--- src/rtl/uart_rx_fifo.sv ---
// Receive-side byte FIFO between a UART receiver and a host reader.
// Registered read port, sticky overrun on dropped bytes, fill-level irq.
module uart_rx_fifo #(
    parameter int DEPTH  = 16,
    parameter int AW     = 4,
    parameter int THRESH = 8
) (
    input  logic          clk,
    input  logic          rst,
    input  logic [7:0]    wr_data,
    input  logic          wr_en,
    input  logic          rd_en,
    input  logic          ovr_clr,
    output logic [7:0]    rd_data,
    output logic          rd_valid,
    output logic          empty,
    output logic          full,
    output logic [AW:0]   count,
    output logic          overrun,
    output logic          irq
);

    logic [7:0]    r_mem [DEPTH];
    logic [AW-1:0] r_wr_ptr;
    logic [AW-1:0] r_rd_ptr;
    logic [AW:0]   r_count;
    logic [7:0]    r_rd_data;
    logic          r_rd_valid;
    logic          r_overrun;

    logic w_rd_acc;
    logic w_wr_acc;
    logic w_drop;

    assign empty = (r_count == '0);
    assign full  = (r_count == (AW+1)'(DEPTH));
    assign irq   = (r_count >= (AW+1)'(THRESH));

    // A read frees a slot in the same cycle, so a full FIFO still accepts a write
    assign w_rd_acc = rd_en & ~empty;
    assign w_wr_acc = wr_en & (~full | w_rd_acc);
    assign w_drop   = wr_en & full & ~w_rd_acc;

    always_ff @(posedge clk) begin
        if (w_wr_acc) begin
            r_mem[r_wr_ptr] <= wr_data;
        end
    end

    always_ff @(posedge clk or posedge rst) begin
        if (rst) begin
            r_wr_ptr   <= '0;
            r_rd_ptr   <= '0;
            r_count    <= '0;
            r_rd_data  <= 8'h00;
            r_rd_valid <= 1'b0;
            r_overrun  <= 1'b0;
        end else begin
            r_rd_valid <= w_rd_acc;
            if (w_wr_acc) begin
                r_wr_ptr <= r_wr_ptr + 1'b1;
            end
            if (w_rd_acc) begin
                r_rd_ptr  <= r_rd_ptr + 1'b1;
                r_rd_data <= r_mem[r_rd_ptr];
            end
            if (w_wr_acc && !w_rd_acc) begin
                r_count <= r_count + 1'b1;
            end else if (w_rd_acc && !w_wr_acc) begin
                r_count <= r_count - 1'b1;
            end
            // A new drop outranks a clear in the same cycle
            if (w_drop) begin
                r_overrun <= 1'b1;
            end else if (ovr_clr) begin
                r_overrun <= 1'b0;
            end
        end
    end

    assign rd_data  = r_rd_data;
    assign rd_valid = r_rd_valid;
    assign count    = r_count;
    assign overrun  = r_overrun;

endmodule

--- config.mk ---
export PLATFORM = sky130hd
export DESIGN_NAME = uart_rx_fifo
export DESIGN_NICKNAME = d
export VERILOG_FILES = /design/src/rtl/uart_rx_fifo.sv
export SDC_FILE = /design/constraint.sdc
export NUM_CORES = 1
export LEC_CHECK = 0
export BUFFER_PORTS_ARGS = -buffer_cell sky130_fd_sc_hd__clkbuf_2
export CORE_UTILIZATION = 60
export DETAILED_ROUTE_END_ITERATION = 8
export GPL_TIMING_DRIVEN = 0
export PLACE_DENSITY = 0.85
export SLEW_MARGIN = 20
export SYNTH_ARGS = -nofsm -noshare
export SYNTH_HDL_FRONTEND = slang
export SYNTH_SLANG_ARGS = --single-unit
--- constraint.sdc ---
create_clock -name clk -period 3.35 [get_ports clk]
set_input_delay 0.8375 -clock clk [delete_from_list [all_inputs] [get_ports clk]]
set_output_delay 0.8375 -clock clk [all_outputs]
set_load 0.1 [all_outputs]
==> results of run 1 <==
==> synth_stat cells <==
library cell and n:
nand2b_1 1, mux4_2 31, edfxtp_1 128, o21ai_0 3, o21ai_2 1, and2_1 16, inv_2 1, o32ai_1 1
buf_2 5, inv_1 10, a21o_1 2, mux2i_1 9, xor2_1 2, mux4_1 2, and3_1 1, a21oi_1 2
nor3_1 1, or4_1 1, nor2_1 2, nor2_2 1, nand4_1 2, o221ai_1 7, dfrtp_1 23, clkbuf_1 3
o21ai_1 7, ha_1 9, buf_4 1, nor3b_1 2, buf_6 5, nor2b_1 1, nor4_1 1, nand2_1 26
or2_2 2, fa_1 1, inv_6 1, xnor2_1 8
==> logic make-up (layout without fill, tap and decap cells) <==
kind of cell             after synthesis  in the layout  synth area share, %
adder cells (fa/ha/maj)               10             10                 2.18
flip-flops                           151            151                 72.8
AND/OR/NAND/NOR                       57             57                 4.76
multiplexers                          42             42                 13.8
AO/OA/AOI/OAI                         23             23                 2.53
buffers and inverters                 26             88                 2.47
XOR/XNOR                              10             10                 1.44
==> critical path, stage by stage (launching register included) <==
cell	delay, ns
dfrtp_4	0.51
or4_4	0.56
nor2_4	0.12
clkbuf_2	0.46
==> through the flow <==
step | instances | setup slack, ns | utilization, %
4_1_cts | 514 | 0.313 | 72.0
6_report | 514 | 0.339 | 72.0
3_3_place_gp | 482 | 0.587 | 65.9
5_1_grt | 514 | 0.277 | 72.0
2_1_floorplan | 319 | 0.00861 | -
3_5_place_dp | 482 | 0.499 | 65.9
==> area by class of cell <==
type	instances	share of cell area [%]
buffer	14	1.42
clock buffer	20	6.04
clock inverter	12	2.49
inverter	12	0.711
multi-input combinational	142	21.9
sequential	151	62.9
tap	133	2.36
timing repair buffer	30	2.13
==> registers in the layout, summed over array words and instances, names as in the netlist <==
signal and cells:
r_mem 128, count 5, r_rd_ptr 4, rd_valid 1, overrun 1, rd_data 8
r_wr_ptr 4
==> worst max-delay path by stage <==
| stage | endpoint | slack [ns] | cells past startpoint |
|---|---|---|---|
| after floorplan | count[4]$_DFFE_PP0P_ | 0.009 | 13 |
| after global placement | count[3]$_DFFE_PP0P_ | 0.59 | 13 |
| after detailed placement | count[3]$_DFFE_PP0P_ | 0.50 | 13 |
| after CTS | empty | 0.31 | 3 |
| after global routing | empty | 0.28 | 3 |
| final | empty | 0.34 | 3 |
==> per-layer routing <==
layer,up-vias,GRT usage (%)
li1,1351,-
met1,1615,34.7
met2,126,37.5
met3,14,5.49
met4,0,10.8
met5,-,0
==> power by group through the flow <==
stage / Combinational [mW] / Sequential, mW / Clock [mW]
after floorplan: 1.35 / 3.11 / 0
after global placement: 2.40 / 2.52 / 0
after detailed placement: 2.45 / 2.55 / 0
after CTS: 2.47 / 2.51 / 1.95
after global routing: 2.61 / 2.54 / 2.02
final: 2.45 / 2.52 / 1.93
==> flow_metrics.env, run 1 <==
export IMPL_first_global_vias=3099
export IMPL_grt_start_max_net_pins=24
export IMPL_boundaryPins=31
export IMPL_avgSynthCellArea_um2=19.0
export IMPL_rsz_0062_raised_after_global_routing="no"
export IMPL_cts_setup_buffers=0
export IMPL_dp_final_hpwl_mm=7.52
export IMPL_layout_common_cells="edfxtp_1, mux4_2, clkbuf_2, nand2_1, dfrtp_1"
export IMPL_routabilityCongestion=0.770
export IMPL_cp_start_kind="flop"
export IMPL_ant_nets=0
export IMPL_unique_masters_post_synth=36
export IMPL_design_core_area_um2=9770
export IMPL_net_count_after_synthesis=342
export IMPL_whs_ns=0.482
export IMPL_htree_levels=4
export IMPL_p_leak_nw=2.50
export IMPL_syn2layout_area_growth_pct=15.9
export IMPL_fin_crit_ns=3.01
export IMPL_peakVddDrop_uv=564
export IMPL_first_drt_iteration_drcs=290
export IMPL_layout_cell_area_non_filler_um2=7040
export IMPL_count_of_hold_buffers_inserted_by_post_cts_repair=0
export IMPL_antenna_violations_before_repair=0
export IMPL_initial_core_util_pct=62.1
export IMPL_clockRootBuffer="clkbuf_8"
export IMPL_worst_r2r_endpoint="count[3]$_DFFE_PP0P_"
export IMPL_cts_buffers=17
export IMPL_grt_total_usage_pct=24.6
export IMPL_post_route_period_util_pct=89.9
export IMPL_chip_height_um=103
export IMPL_worst_hold_path_type="flop to flop"
export IMPL_design_die_area_um2=10500
export IMPL_power_net_switching_mw=2.51
export IMPL_setup_worst_path_class="flop to output port"
export IMPL_max_clock_freq_ghz=0.332
export IMPL_sequentialPowerShare_pct=36.5
export IMPL_clkPwrFrac_pct=28.0
export IMPL_vias_per_cell=6.04
export IMPL_top_area_cells_in_the_synthesized_netlist="edfxtp_1, mux4_2, dfrtp_1"
export IMPL_dr_max_layer_used="met4"
export IMPL_worstSkewPairLatency_ns=0.53
export IMPL_route_detailed_wl_per_inst_um=22.5
export IMPL_clk_pin_slew_worst_paths_ns=0.06
export IMPL_fillCellCount=576
export IMPL_clk_path_buf_depth=2
export IMPL_synth_seq_area_share_pct=72.8
export IMPL_yosys_area_top_type_share_pct=63.3
export IMPL_hold_path_endpoint="rd_data[4]$_DFFE_PP0N_"
export IMPL_route_met3_wl_um=785
export IMPL_route_vias_total=3106
export IMPL_hold_path_depth=2
export IMPL_numClockSinks=151
export IMPL_yosys_warnings=0
export IMPL_buffer_ports_inserted=30
export IMPL_netlist_instances=319
export IMPL_post_dp_cell_area_um2=6440
export IMPL_r2r_slack_ns=0.49
export IMPL_cp_end_kind="output port"
export IMPL_cell_type_with_the_largest_total_area_after_synthesis="edfxtp_1"
export IMPL_sequential_cell_area_um2=4430
export IMPL_final_layout_size_suffix_gt1_share_pct=30.2
export IMPL_finalClockSkew_ns=0.00973
export IMPL_tns_ns=0
export IMPL_met2_wirelength_mm=5.83
export IMPL_tightestPinTransition_ns=0.952
export IMPL_drv_max_cap_violation_count=0
export IMPL_arrival_ns=2.17
export IMPL_setup_viol=0
export IMPL_switching_share_pct=36.3
export IMPL_wire_length_of_the_first_global_routing_pass_mm=17.6
export IMPL_timing_final_hold_violations=0
export IMPL_wirelength_met1_mm=4.77
export IMPL_fin_nets=391
export IMPL_timing_final_max_slew_violations=0
export IMPL_hp_start="rd_data[4]$_DFFE_PP0N_"
export IMPL_post_cts_resize_count=0
export IMPL_ys_ff_latch=151
export IMPL_timing_critical_path_fanout_max=6
export IMPL_antenna_diode_count=0
export IMPL_detailedRoute_firstPassIterationCount=5
export IMPL_setup_worst_path_start="count[3]$_DFFE_PP0P_"
export IMPL_drt_wl_total_mm=11.6
export IMPL_power_frac_comb_pct=35.6
export IMPL_cts_tree="built"
export IMPL_synthesis_area_um2=6070
export IMPL_row_count=36
export IMPL_multiInputGateArea_um2=1540
export IMPL_die_w_um=103
export IMPL_post_layout_total_power_mw=6.90
export IMPL_power_density_cell_area_nw_per_um2=980
export IMPL_layout_commonest_cell="edfxtp_1"
export IMPL_worst_r2r_path_depth=13
export IMPL_detail_route_drc_violations=0
export IMPL_run_status="completed"
export IMPL_internal_power_mw=4.39
export IMPL_required_ns=2.51
export IMPL_critical_path_reg2reg_startpoint="count[3]$_DFFE_PP0P_"
export IMPL_overflow=0
export IMPL_timing_slew_headroom_pct=36.5
Power figures use the tool's default switching activity.
==> run 2, diff against run 1 <==
- CORE_UTILIZATION: 60 -> 63
- CTS_BUF_LIST: not set -> sky130_fd_sc_hd__clkbuf_4
- PLACE_DENSITY: 0.85 -> 0.89
==> run 2 against run 1 <==
Non-clock buffer count unchanged. Routed wire length increased by 3.2%. Final cell count decreased by 0.97%. Hold slack got worse by 0.055 ns. Total power fell by 11%. Design area decreased by 4.4%. Critical endpoint unchanged.
==> flow_metrics.env, run 2 (same netlist as run 1, synthesis figures left out) <==
export IMPL_run_status="completed"
export IMPL_layout_common_cells="edfxtp_1, mux4_2, clkbuf_2, nand2_1, dfrtp_1"
export IMPL_timing_final_max_slew_violations=0
export IMPL_max_clock_freq_ghz=0.328
export IMPL_clkPwrFrac_pct=18.8
export IMPL_row_count=35
export IMPL_timing_critical_path_fanout_max=6
export IMPL_buffer_ports_inserted=30
export IMPL_required_ns=2.51
export IMPL_cp_end_kind="output port"
export IMPL_power_net_switching_mw=2.52
export IMPL_sequentialPowerShare_pct=40.8
export IMPL_syn2layout_area_growth_pct=10.8
export IMPL_boundaryPins=31
export IMPL_clk_pin_slew_worst_paths_ns=0.14
export IMPL_tns_ns=0
export IMPL_layout_commonest_cell="edfxtp_1"
export IMPL_timing_slew_headroom_pct=43.6
export IMPL_cts_setup_buffers=0
export IMPL_largest_register="r_mem"
export IMPL_post_dp_cell_area_um2=6430
export IMPL_peakVddDrop_uv=604
export IMPL_final_layout_size_suffix_gt1_share_pct=30.8
export IMPL_finalClockSkew_ns=0.0185
export IMPL_die_w_um=100
export IMPL_overflow=0
export IMPL_p_leak_nw=2.36
export IMPL_initial_core_util_pct=65.4
export IMPL_power_density_cell_area_nw_per_um2=915
export IMPL_slowest_stage="or4_4"
export IMPL_detailedRoute_firstPassIterationCount=6
export IMPL_design_core_area_um2=9280
export IMPL_layout_cell_area_non_filler_um2=6730
export IMPL_post_cts_resize_count=0
export IMPL_post_layout_total_power_mw=6.16
export IMPL_vias_per_cell=6.29
export IMPL_route_vias_total=3200
export IMPL_htree_levels=4
export IMPL_numClockSinks=151
export IMPL_worstSkewPairLatency_ns=0.53
export IMPL_switching_share_pct=40.9
export IMPL_cp_start_kind="flop"
export IMPL_drv_max_cap_violation_count=0
export IMPL_ant_nets=0
export IMPL_routabilityCongestion=0.774
export IMPL_cts_tree="built"
export IMPL_design_die_area_um2=10000
export IMPL_route_detailed_wl_per_inst_um=23.4
export IMPL_clockRootBuffer="clkbuf_4"
export IMPL_worst_hold_path_type="input port to async pin"
export IMPL_grt_start_max_net_pins=24
export IMPL_detail_route_drc_violations=0
export IMPL_drt_wl_total_mm=11.9
export IMPL_first_global_vias=3165
export IMPL_crit_path_max_cell_delay_ns=0.56
export IMPL_antenna_violations_before_repair=0
export IMPL_clk_path_buf_depth=2
export IMPL_rsz_0062_raised_after_global_routing="no"
export IMPL_dp_final_hpwl_mm=7.81
export IMPL_chip_height_um=100
export IMPL_wire_length_of_the_first_global_routing_pass_mm=17.9
export IMPL_post_route_period_util_pct=90.9
export IMPL_fillCellCount=564
export IMPL_multiInputGateArea_um2=1540
export IMPL_fin_crit_ns=3.05
export IMPL_grt_total_usage_pct=26.1
export IMPL_sequential_cell_area_um2=4430
export IMPL_critical_path_cell_chain="or4_4 > nor2_4 > clkbuf_2"
export IMPL_internal_power_mw=3.64
export IMPL_tightestPinTransition_ns=0.844
export IMPL_setup_worst_path_class="flop to output port"
export IMPL_antenna_diode_count=0
export IMPL_whs_ns=0.427
export IMPL_cts_buffers=17
export IMPL_largest_reg_flops=128
export IMPL_arrival_ns=2.21
export IMPL_count_of_hold_buffers_inserted_by_post_cts_repair=0
export IMPL_timing_final_hold_violations=0
export IMPL_setup_viol=0
export IMPL_fin_nets=391
export IMPL_first_drt_iteration_drcs=298
export IMPL_power_frac_comb_pct=40.4
run 2: changes by cell type in the layout (fill, tap and decap cells not counted):
cell,delta
clkinv_2,-2
clkbuf_4,+17
inv_8,+1
clkinv_4,+1
clkinv_8,+1
clkbuf_1,-3
inv_6,+3
clkbuf_8,-1
clkbuf_16,-16
bufinv_16,-2
run 2: path summary, 6_finish.rpt:
| kind | from | cells after the start | endpoint | slack (ns) |
|---|---|---|---|---|
| min reg2reg | rd_data[6]$_DFFE_PP0N_ | 2 | rd_data[6]$_DFFE_PP0N_ | 0.51 |
| max in group asynchronous | rst | 2 | count[3]$_DFFE_PP0P_ | 2.30 |
| max reg2reg | count[3]$_DFFE_PP0P_ | 13 | count[4]$_DFFE_PP0P_ | 0.53 |
| min | rst | 2 | r_wr_ptr[3]$_DFFE_PP0P_ | 0.43 |
| min in group clk | ovr_clr | 2 | overrun$_DFFE_PP0P_ | 0.47 |
| max | count[3]$_DFFE_PP0P_ | 3 | empty | 0.30 |
run 2: critical path, delay by kind of cell (launching register included):
| family | cells | cell delay (ns) |
|---|---|---|
| and+or+nand+nor | 2 | 0.69 |
| buffers and inverters | 1 | 0.46 |
| DFF | 1 | 0.53 |
run 2: area by class of cell:
cell class / instances / area share, %
flip-flops and latches: 151 / 65.8
multi-input cells: 142 / 22.9
clock inverters: 14 / 2.49
well taps: 129 / 2.40
repair buffers: 30 / 2.23
clock buffers: 17 / 1.90
plain buffers: 14 / 1.49
inverters: 12 / 0.744
run 2: per-layer routing:
metal | vias up | wire [um] | global-route usage [%]
met3 | 31 | 1020 | 8.36
met2 | 203 | 5940 | 40.1
met1 | 1622 | 4650 | 34.7
met5 | - | 0 | 0
li1 | 1344 | - | -
met4 | 0 | 314 | 11.6
run 2: through the flow:
| step | setup WS, ns | std cells | utilization [%] |
|---|---|---|---|
| after floorplan | 0.00861 | 319 | - |
| after global placement | 0.579 | 478 | 69.3 |
| after detailed placement | 0.553 | 478 | 69.3 |
| after CTS | 0.251 | 509 | 72.5 |
| after global routing | 0.220 | 509 | 72.5 |
| final | 0.305 | 509 | 72.5 |
run 2: power by group through the flow:
stage | Clock (mW) | Sequential, mW | Combinational [mW]
final | 1.16 | 2.51 | 2.49
after floorplan | 0 | 3.11 | 1.35
after detailed placement | 0 | 2.55 | 2.48
after global placement | 0 | 2.53 | 2.41
after global routing | 1.23 | 2.54 | 2.62
after CTS | 1.16 | 2.51 | 2.49
